[config.mk]
export PLATFORM = sky130hd
export DESIGN_NAME = if_stage
export DESIGN_NICKNAME = d
export VERILOG_FILES = /design/src/rtl/if_stage.sv
export SDC_FILE = /design/constraint.sdc
export NUM_CORES = 1
export LEC_CHECK = 0
export ABC_AREA = 1
export CAP_MARGIN = 5
export CORE_ASPECT_RATIO = 0.7
export CORE_MARGIN = 2
export CORE_UTILIZATION = 45
export DETAILED_ROUTE_END_ITERATION = 10
export GPL_TIMING_DRIVEN = 0
export PLACE_DENSITY_LB_ADDON = 0.12
export RECOVER_POWER = 100
export SETUP_SLACK_MARGIN = 0.3
export SLEW_MARGIN = 30
export SYNTH_ARGS = -nofsm -noshare
export SYNTH_HDL_FRONTEND = slang
export SYNTH_SLANG_ARGS = --single-unit
[constraint.sdc]
create_clock -name clk -period 6.08 [get_ports clk]
set_clock_uncertainty 0.1 [all_clocks]
set_input_delay 1.824 -clock clk [delete_from_list [all_inputs] [get_ports clk]]
set_output_delay 1.824 -clock clk [all_outputs]
set_load 0.02 [all_outputs]
[src/rtl/if_stage.sv]
// Instruction-fetch stage: PC register, delayed-redirect handling with a
// one-entry pending slot, fetch fault detection, and the IF/ID pipeline register.
module if_stage #(
    parameter logic [31:0] RESET_PC  = 32'h0000_0000,
    parameter int unsigned MEM_WORDS = 1024
) (
    input  logic        clk,
    input  logic        rst,
    input  logic        stall,
    input  logic        flush,
    input  logic        redirect_valid,
    input  logic [31:0] redirect_pc,
    output logic        inst_ce,
    output logic [31:0] inst_addr,
    input  logic [31:0] inst_data,
    output logic        if_id_valid,
    output logic [31:0] if_id_pc,
    output logic [31:0] if_id_pc_plus8,
    output logic [31:0] if_id_inst,
    output logic        if_id_fault
);

    localparam logic [32:0] PC_LIMIT = 33'(MEM_WORDS) * 33'd4;

    logic [31:0] r_pc;
    logic        r_ce;
    logic        r_pend;
    logic [31:0] r_pend_pc;

    logic        r_if_id_valid;
    logic [31:0] r_if_id_pc;
    logic [31:0] r_if_id_pc_plus8;
    logic [31:0] r_if_id_inst;
    logic        r_if_id_fault;

    logic        w_fault;
    logic [31:0] w_next_pc;

    assign w_fault   = (r_pc[1:0] != 2'b00) || ({1'b0, r_pc} >= PC_LIMIT);
    assign inst_addr = r_pc;
    assign inst_ce   = r_ce & ~w_fault;

    // Until the fetch enable comes up the PC is pinned, so the first fetch is RESET_PC.
    always_comb begin
        // NOTE: default first so every path assigns w_next_pc and no latch is inferred.
        w_next_pc = r_pc;
        if (!r_ce)
            w_next_pc = r_pc;
        else if (flush && redirect_valid)
            w_next_pc = redirect_pc;
        else if (stall)
            w_next_pc = r_pc;
        else if (r_pend)
            w_next_pc = r_pend_pc;
        else if (redirect_valid)
            w_next_pc = redirect_pc;
        else
            w_next_pc = r_pc + 32'd4;
    end

    // NOTE: sequential state uses non-blocking assignments so all registers
    // sample pre-edge values regardless of statement order.
    always_ff @(posedge clk or posedge rst) begin
        if (rst) begin
            r_pc      <= RESET_PC;
            r_ce      <= 1'b0;
            r_pend    <= 1'b0;
            r_pend_pc <= 32'h0;
        end else begin
            r_pc <= w_next_pc;
            r_ce <= 1'b1;
            if (flush) begin
                r_pend <= 1'b0;
            end else if (stall) begin
                // A later redirect during the same stall overwrites the stored target.
                if (redirect_valid) begin
                    r_pend    <= 1'b1;
                    r_pend_pc <= redirect_pc;
                end
            end else begin
                r_pend <= 1'b0;
            end
        end
    end

    // The instruction in IF is never squashed by a redirect: it is the delay slot.
    always_ff @(posedge clk or posedge rst) begin
        if (rst) begin
            r_if_id_valid    <= 1'b0;
            r_if_id_pc       <= 32'h0;
            r_if_id_pc_plus8 <= 32'h0;
            r_if_id_inst     <= 32'h0;
            r_if_id_fault    <= 1'b0;
        end else if (flush) begin
            r_if_id_valid <= 1'b0;
            r_if_id_inst  <= 32'h0;
            r_if_id_fault <= 1'b0;
        end else if (!stall) begin
            r_if_id_valid    <= r_ce;
            r_if_id_pc       <= r_pc;
            r_if_id_pc_plus8 <= r_pc + 32'd8;
            r_if_id_inst     <= w_fault ? 32'h0 : inst_data;
            r_if_id_fault    <= w_fault;
        end
    end

    assign if_id_valid    = r_if_id_valid;
    assign if_id_pc       = r_if_id_pc;
    assign if_id_pc_plus8 = r_if_id_pc_plus8;
    assign if_id_inst     = r_if_id_inst;
    assign if_id_fault    = r_if_id_fault;

endmodule

==> impl_results.md, run 1 <==
* Setup repair bufs after CTS at 0
* Fin util at 63.2%
* Kind of critical path: reg -> out
* # diodes at 0
* DR pass1 iterations at 5
* Multi-input logic area at 3360 um^2
* Post-synthesis net count at 1091
* Vias per inst at 5.50
* Reg clk slew, reported paths at 0.07 ns
* Share of the synthesized area in the top cell type at 50.6%
* Initial antenna violation count at 0
* Maxcap violations at 2
* Largest net degree at the start of global routing at 30
* CTS H-tree lvls at 4
* Setup WS pre-CTS at 1.66 ns
* Rows at 40
* Violated checks: max-capacitance violations, max-slew violations
* Max-Slew Margin vs Limit at -7.61%
* Register area at 4030 um^2
* Via count at 8174
* Placer Congestion at 0.982
* Sequential area share after synthesis at 50.6%
* Input/output buffers at 198
* Wire per inst at 19.6 um
* Final nets at 1314
* Period utilization at 82.3%
* DRT antenna net count at 0
* Switching share of total power at 34.3%
* Largest area contributor in the netlist: dfrtp_1
* Final setup margin at 1.07 ns
* Starting Density at 46.2%
* P_int at 2.27 mW
* Area contributors post-synth: dfrtp_1 51%, nand2_1 14%, o21ai_0 6.8%
* Core Area at 17200 um^2
* Io pins at 200
* Grt ovf at 0
* Minimum clock period at 5.01 ns
* Clk buf depth at 2
* LEAKAGE at 5.05 nW
* Measured slew at the worst slew-check pin at 1.61 ns
* Routed wire length at 29100 um
* Pwr per Cell Area at 318 nW/um^2
* Final Hold Viols at 0
* RSZ-0062 raised after global routing: false
* Synthesized area per cell at 7.81 um^2
* HP Class: reg -> reg
* CP endpoint kind: output pin
* Post-CTS sizing at 0
* Num CTS Buffers at 17
* Die area at 18800 um^2
* Worst VDD drop at 0.204 mV
* Fin Setup TNS at 0 ns
* Gr usage total at 32.3%
* DRC violations left at 0
* Die width at 163 um
* CTS tree: built
* Combinational group share of total power at 25.4%
* CP max FO at 10
* Die Span Y at 115 um
* Synth unique cells at 37
* Clock power share at 34.6%
* Fmax at 200 MHz
* Synth Cell Area at 7960 um^2
* Seq cells post-synth at 161
* Initial DRC count at 891
* CTS root buf: clkbuf_16
* Clock Sinks at 161
* Vias in the first global route at 7737
* Hold Buf Count CTS at 0
* Layout cell share with drive strength beyond 1 at 4.46%
* Slew Viols, Final at 58
* Clk_lat worst skew at 0.44 ns
* Setup-failing EPs final at 0
* Cells after synthesis at 1019
* Setup crit start kind: flip-flop
* Status: finished with violations
* First-pass GRT wire length at 45100 um
* Detailed placement HPWL at 22300 um
* YS warnings at 0
* Fill count at 1558
* Critical Path AT at 3.08 ns
* Synthesis-to-finish area growth at 36.9%
* Sequential Power Share at 40.0%
* WP data required at 4.16 ns
* Sw power at 1.19 mW
per-stage QoR:
step	hold WS (ns)	cells	total power [mW]	instance area, um^2
6_report	0.374	1486	3.46	10900
5_1_grt	0.394	1486	3.62	10900
4_1_cts	0.378	1486	3.52	11000
3_5_place_dp	0.364	1454	2.33	10400
3_3_place_gp	0.356	1448	2.31	10200
2_1_floorplan	0.348	1019	1.83	7960
routing by layer:
metal  share of wire [%]  vias up  global-route usage [%]
li1                    -     3802                       -
met5                   0        -                       0
met3                  11       34                    9.16
met2                  42      405                    45.1
met1                  46     3933                    48.9
met4                 1.7        0                    8.55
power groups by stage:
| stage | registers, mW | clock network, mW | logic [mW] |
|---|---|---|---|
| 2_1_floorplan | 1.50 | 0 | 0.335 |
| 3_3_place_gp | 1.40 | 0 | 0.907 |
| 3_5_place_dp | 1.40 | 0 | 0.926 |
| 4_1_cts | 1.38 | 1.20 | 0.933 |
| 5_1_grt | 1.40 | 1.26 | 0.953 |
| 6_report | 1.38 | 1.20 | 0.878 |
kinds of logic (layout without fill, tap and decap cells):
family	count (synthesis)	in the layout	synth area share (%)
xor+xnor	9	9	0.991
buf+inv	133	369	6.68
compound gates	205	205	14.7
flops	161	161	50.6
simple gates	501	501	25.6
other cells	1	1	0.0471
mux	6	6	0.849
fa+ha+maj	3	3	0.472
cell usage after synthesis (all sizes together):
library cell  number
nand4              7
dfrtp            161
o21bai             1
a22oi              4
ha                 3
buf               22
a211oi             2
a221oi            15
nand3             72
nor2             112
mux2               6
a221o              1
o31ai              5
conb               1
inv               81
o21ai            108
o211ai             6
a21oi             52
xor2               9
o21a               1
clkinv             2
nor4               3
o221a              1
nand2            297
nor3               8
o22ai              7
nand3b             2
a32oi              1
a31o               1
clkbuf            28
final cells by class:
cell class                      instances  share of cell area [%]
Tap cell                              231                    2.65
Sequential cell                       161                    37.0
Timing Repair Buffer                  204                    18.7
Clock inverter                         15                    2.03
Inverter                               83                    2.87
Multi-Input combinational cell        725                    30.9
Clock buffer                           17                    3.91
Buffer                                 50                    1.92
state kept, by name, indices dropped and copies added, names as in the netlist:
register        cells
if_id_pc           32
if_id_pc_plus8     29
if_id_inst         32
if_id_valid         1
r_pend_pc          32
r_ce                1
if_id_fault         1
inst_addr          32
r_pend              1
worst max-delay path, stage by stage (launching register included):
cell           delay (ns)
dfrtp_1              0.52
inv_1                0.21
nand3_1              0.12
nor3_1               0.21
nand4_1              0.38
clkbuf_1             0.34
nor2_1               0.16
dlygate4sd3_1        0.68
cells in the final DEF (no fill, tap or decap), types with 4 or more instances in the layout:
master | Yosys | routed
nand2_1 | 296 | 297
dfrtp_1 | 161 | 161
dlygate4sd3_1 | 0 | 134
nor2_1 | 107 | 110
o21ai_0 | 108 | 108
inv_1 | 78 | 79
nand3_1 | 72 | 72
clkdlybuf4s50_1 | 0 | 64
a21oi_1 | 51 | 52
clkbuf_1 | 28 | 41
clkbuf_16 | 0 | 17
a221oi_1 | 15 | 15
xor2_1 | 9 | 9
nor3_1 | 8 | 8
buf_2 | 17 | 8
nand4_1 | 7 | 7
o22ai_1 | 7 | 7
mux2_2 | 6 | 6
o211ai_1 | 6 | 6
o31ai_1 | 5 | 5
a22oi_1 | 4 | 4
bufinv_16 | 0 | 4
inv_8 | 0 | 4
final timing paths:
kind | from | end | slack [ns] | cells after the start
setup / recovery | inst_addr[13]$_DFFE_PP0P_ | inst_ce | 1.07 | 7
hold / removal | if_id_pc[26]$_DFFE_PP0P_ | if_id_pc[26]$_DFFE_PP0P_ | 0.37 | 2
setup reg to reg | inst_addr[3]$_DFFE_PP0P_ | inst_addr[26]$_DFFE_PP0P_ | 3.33 | 10
hold reg to reg | if_id_pc[26]$_DFFE_PP0P_ | if_id_pc[26]$_DFFE_PP0P_ | 0.37 | 2
max in group asynchronous | rst | if_id_pc_plus8[27]$_DFFE_PP0P_ | 1.39 | 6
min in group asynchronous | rst | inst_addr[0]$_DFFE_PP0P_ | 1.74 | 2
(Power assumes the default switching activity.)
==> inputs of run 2 (changes only) <==
==> constraint.sdc (replaced) <==
create_clock -name clk -period 4.1 [get_ports clk]
set_clock_uncertainty 0.1 [all_clocks]
set_input_delay 1.23 -clock clk [delete_from_list [all_inputs] [get_ports clk]]
set_output_delay 1.23 -clock clk [all_outputs]
set_load 0.02 [all_outputs]
==> impl_results.md, run 2 (synthesis results as in run 1) <==
* Post-route cell area at 10900 um^2 (+0.15%)
* Worst hold path depth at 2 (unchanged)
* CTS root buf: clkbuf_16
* Violated checks: max-capacitance violations, max-slew violations
* CP max FO at 10 (unchanged)
* Layout cell share with drive strength beyond 1 at 5.01% (+0.55 points)
* Worst reg2reg startpoint: inst_addr[3]$_DFFE_PP0P_
* LEAKAGE at 5.06 nW (+0.19%)
* Worst Hold End: if_id_pc_plus8[24]$_DFFE_PP0P_
* M2 GR Usage at 45.1% (unchanged)
* Setup-failing EPs final at 0 (unchanged)
* Input/output buffers at 198 (unchanged)
* DRC violations left at 0 (unchanged)
* Synthesis-to-finish area growth at 37.1%
* DR pass1 iterations at 5 (unchanged)
* Final Hold Viols at 0 (unchanged)
* Placer Congestion at 0.982 (unchanged)
* Crit. Startpoint: flush
* Routed wire length at 29300 um (+0.59%)
* Fmax at 263 MHz
* Fin util at 63.3% (+0.094 points)
* CTS tree: built
* Initial antenna violation count at 0 (unchanged)
* Io pins at 200 (unchanged)
* Clk_lat worst skew at 0.44 ns (about the same)
* Most frequent cells in the layout: 297 x nand2_1, 160 x dfrtp_1, 133 x dlygate4sd3_1
* Reg2Reg Setup Slack at 1.31 ns (-2.02 ns)
* Met3 usage at 9.16% (unchanged)
* Placed instance area at 10400 um^2 (unchanged)
* Rows at 40 (unchanged)
* Fin Setup TNS at 0 ns (unchanged)
* Maxcap violations at 2 (unchanged)
* Via count at 8204 (+0.37%)
* Initial DRC count at 825 (-7.4%)
* Clock Sinks at 161 (unchanged)
* Hold Buf Count CTS at 0 (unchanged)
* Hold path startpoint: if_id_pc_plus8[24]$_DFFE_PP0P_
* Critical Path AT at 4.03 ns (+0.95 ns)
* Clk buf depth at 2 (unchanged)
* Gr usage total at 32.4% (+0.079 points)
* Reg2reg end: inst_addr[26]$_DFFE_PP0P_
* Detailed placement HPWL at 22300 um (unchanged)
* Kind of critical path: in -> reg
* DRT antenna net count at 0 (unchanged)
* Num CTS Buffers at 17 (unchanged)
* Reg2reg path depth at 10 (unchanged)
* Core Area at 17200 um^2 (unchanged)
* First-pass GRT wire length at 45200 um (+0.20%)
* WP data required at 4.33 ns (+0.17 ns)
* RSZ-0062 raised after global routing: false
* Largest net degree at the start of global routing at 30 (unchanged)
* Vias per inst at 5.51 (+0.23%)
* Status: finished with violations
* CP endpoint kind: flip-flop
* CTS H-tree lvls at 4 (unchanged)
* Measured slew at the worst slew-check pin at 1.61 ns (-0.00602 ns)
* Starting Density at 46.2% (unchanged)
* Setup crit start kind: primary input
* Period utilization at 92.7%
* Die Span Y at 115 um (unchanged)
* Die area at 18800 um^2 (unchanged)
* Pwr per Cell Area at 471 nW/um^2 (+48%)
* Most common cell after layout, fill and taps aside: nand2_1
* Reg clk slew, reported paths at 0.07 ns (about the same)
* Grt ovf at 0 (unchanged)
* HP Class: reg -> reg
* Max-Slew Margin vs Limit at -7.21% (+0.40 points)
* Met1 Use GR at 49.1% (+0.23 points)
* Final nets at 1316 (+0.15%)
* # diodes at 0 (unchanged)
* Slew Viols, Final at 58 (unchanged)
* Busiest metal layer after global routing: met1
* Die width at 163 um (unchanged)
* Minimum clock period at 3.80 ns
* Wire per inst at 19.7 um (+0.46%)
* Worst VDD drop at 0.303 mV (+49%)
* Hold_ws at 0.375 ns (+0.000372 ns)
* Vias in the first global route at 7748 (+0.14%)
run 2: per-layer routing:
metal	vias to the layer above	share of wire [%]
met5	-	0
met4	0	1.8
met3	39	11
met2	426	41
met1	3933	46
li1	3806	-
run 2: how the worst max path moves through the flow:
stage / end / slack (ns) / cells past startpoint
after global placement: if_id_inst[21]$_DFFE_PP0N_ / -0.73 / 2
after detailed placement: inst_ce / 0.28 / 7
after global routing: if_id_pc[19]$_DFFE_PP0P_ / 0.20 / 7
after CTS: inst_ce / 0.36 / 8
final: if_id_pc[7]$_DFFE_PP0P_ / 0.30 / 7
after floorplan: if_id_fault$_DFFE_PP0N_ / 0.73 / 1
run 2: what timing repair did:
item | 4_1_cts | 5_1_grt
resized for setup | 3 | 3
buffers inserted | 2 | 0
setup endpoints to repair | 1 | 1
pin swaps | 1 | 0
run 2: cell type report:
class / count / area, um^2
plain buffers: 50 / 210
repair buffers: 206 / 2050
fillers: 1557 / 6310
inverters: 83 / 313
well taps: 231 / 289
clock inverters: 15 / 221
multi-input cells: 725 / 3360
clock buffers: 17 / 425
flip-flops and latches: 161 / 4030
run 2: metrics by stage:
step	total power, mW	std cells	setup WS, ns
after floorplan	2.72	1019	0.727
after global placement	3.42	1448	-0.728
after detailed placement	3.45	1454	0.275
after CTS	5.22	1488	0.355
after global routing	5.37	1488	0.198
final	5.13	1488	0.298
run 2: critical path: stages:
cell           delay, ns
dlygate4sd3_1       0.61
nor2_1              0.86
inv_1               0.36
clkbuf_1            0.35
clkbuf_1            0.38
nand2_1             0.16
nand2_1             0.07
run 2: power breakdown:
| group | internal, mW | switching (mW) | leakage [nW] |
|---|---|---|---|
| clock | 1.04 | 0.732 | 0.316 |
| combinational | 0.510 | 0.794 | 2.75 |
| sequential | 1.82 | 0.240 | 2.00 |
| total | 3.37 | 1.77 | 5.06 |
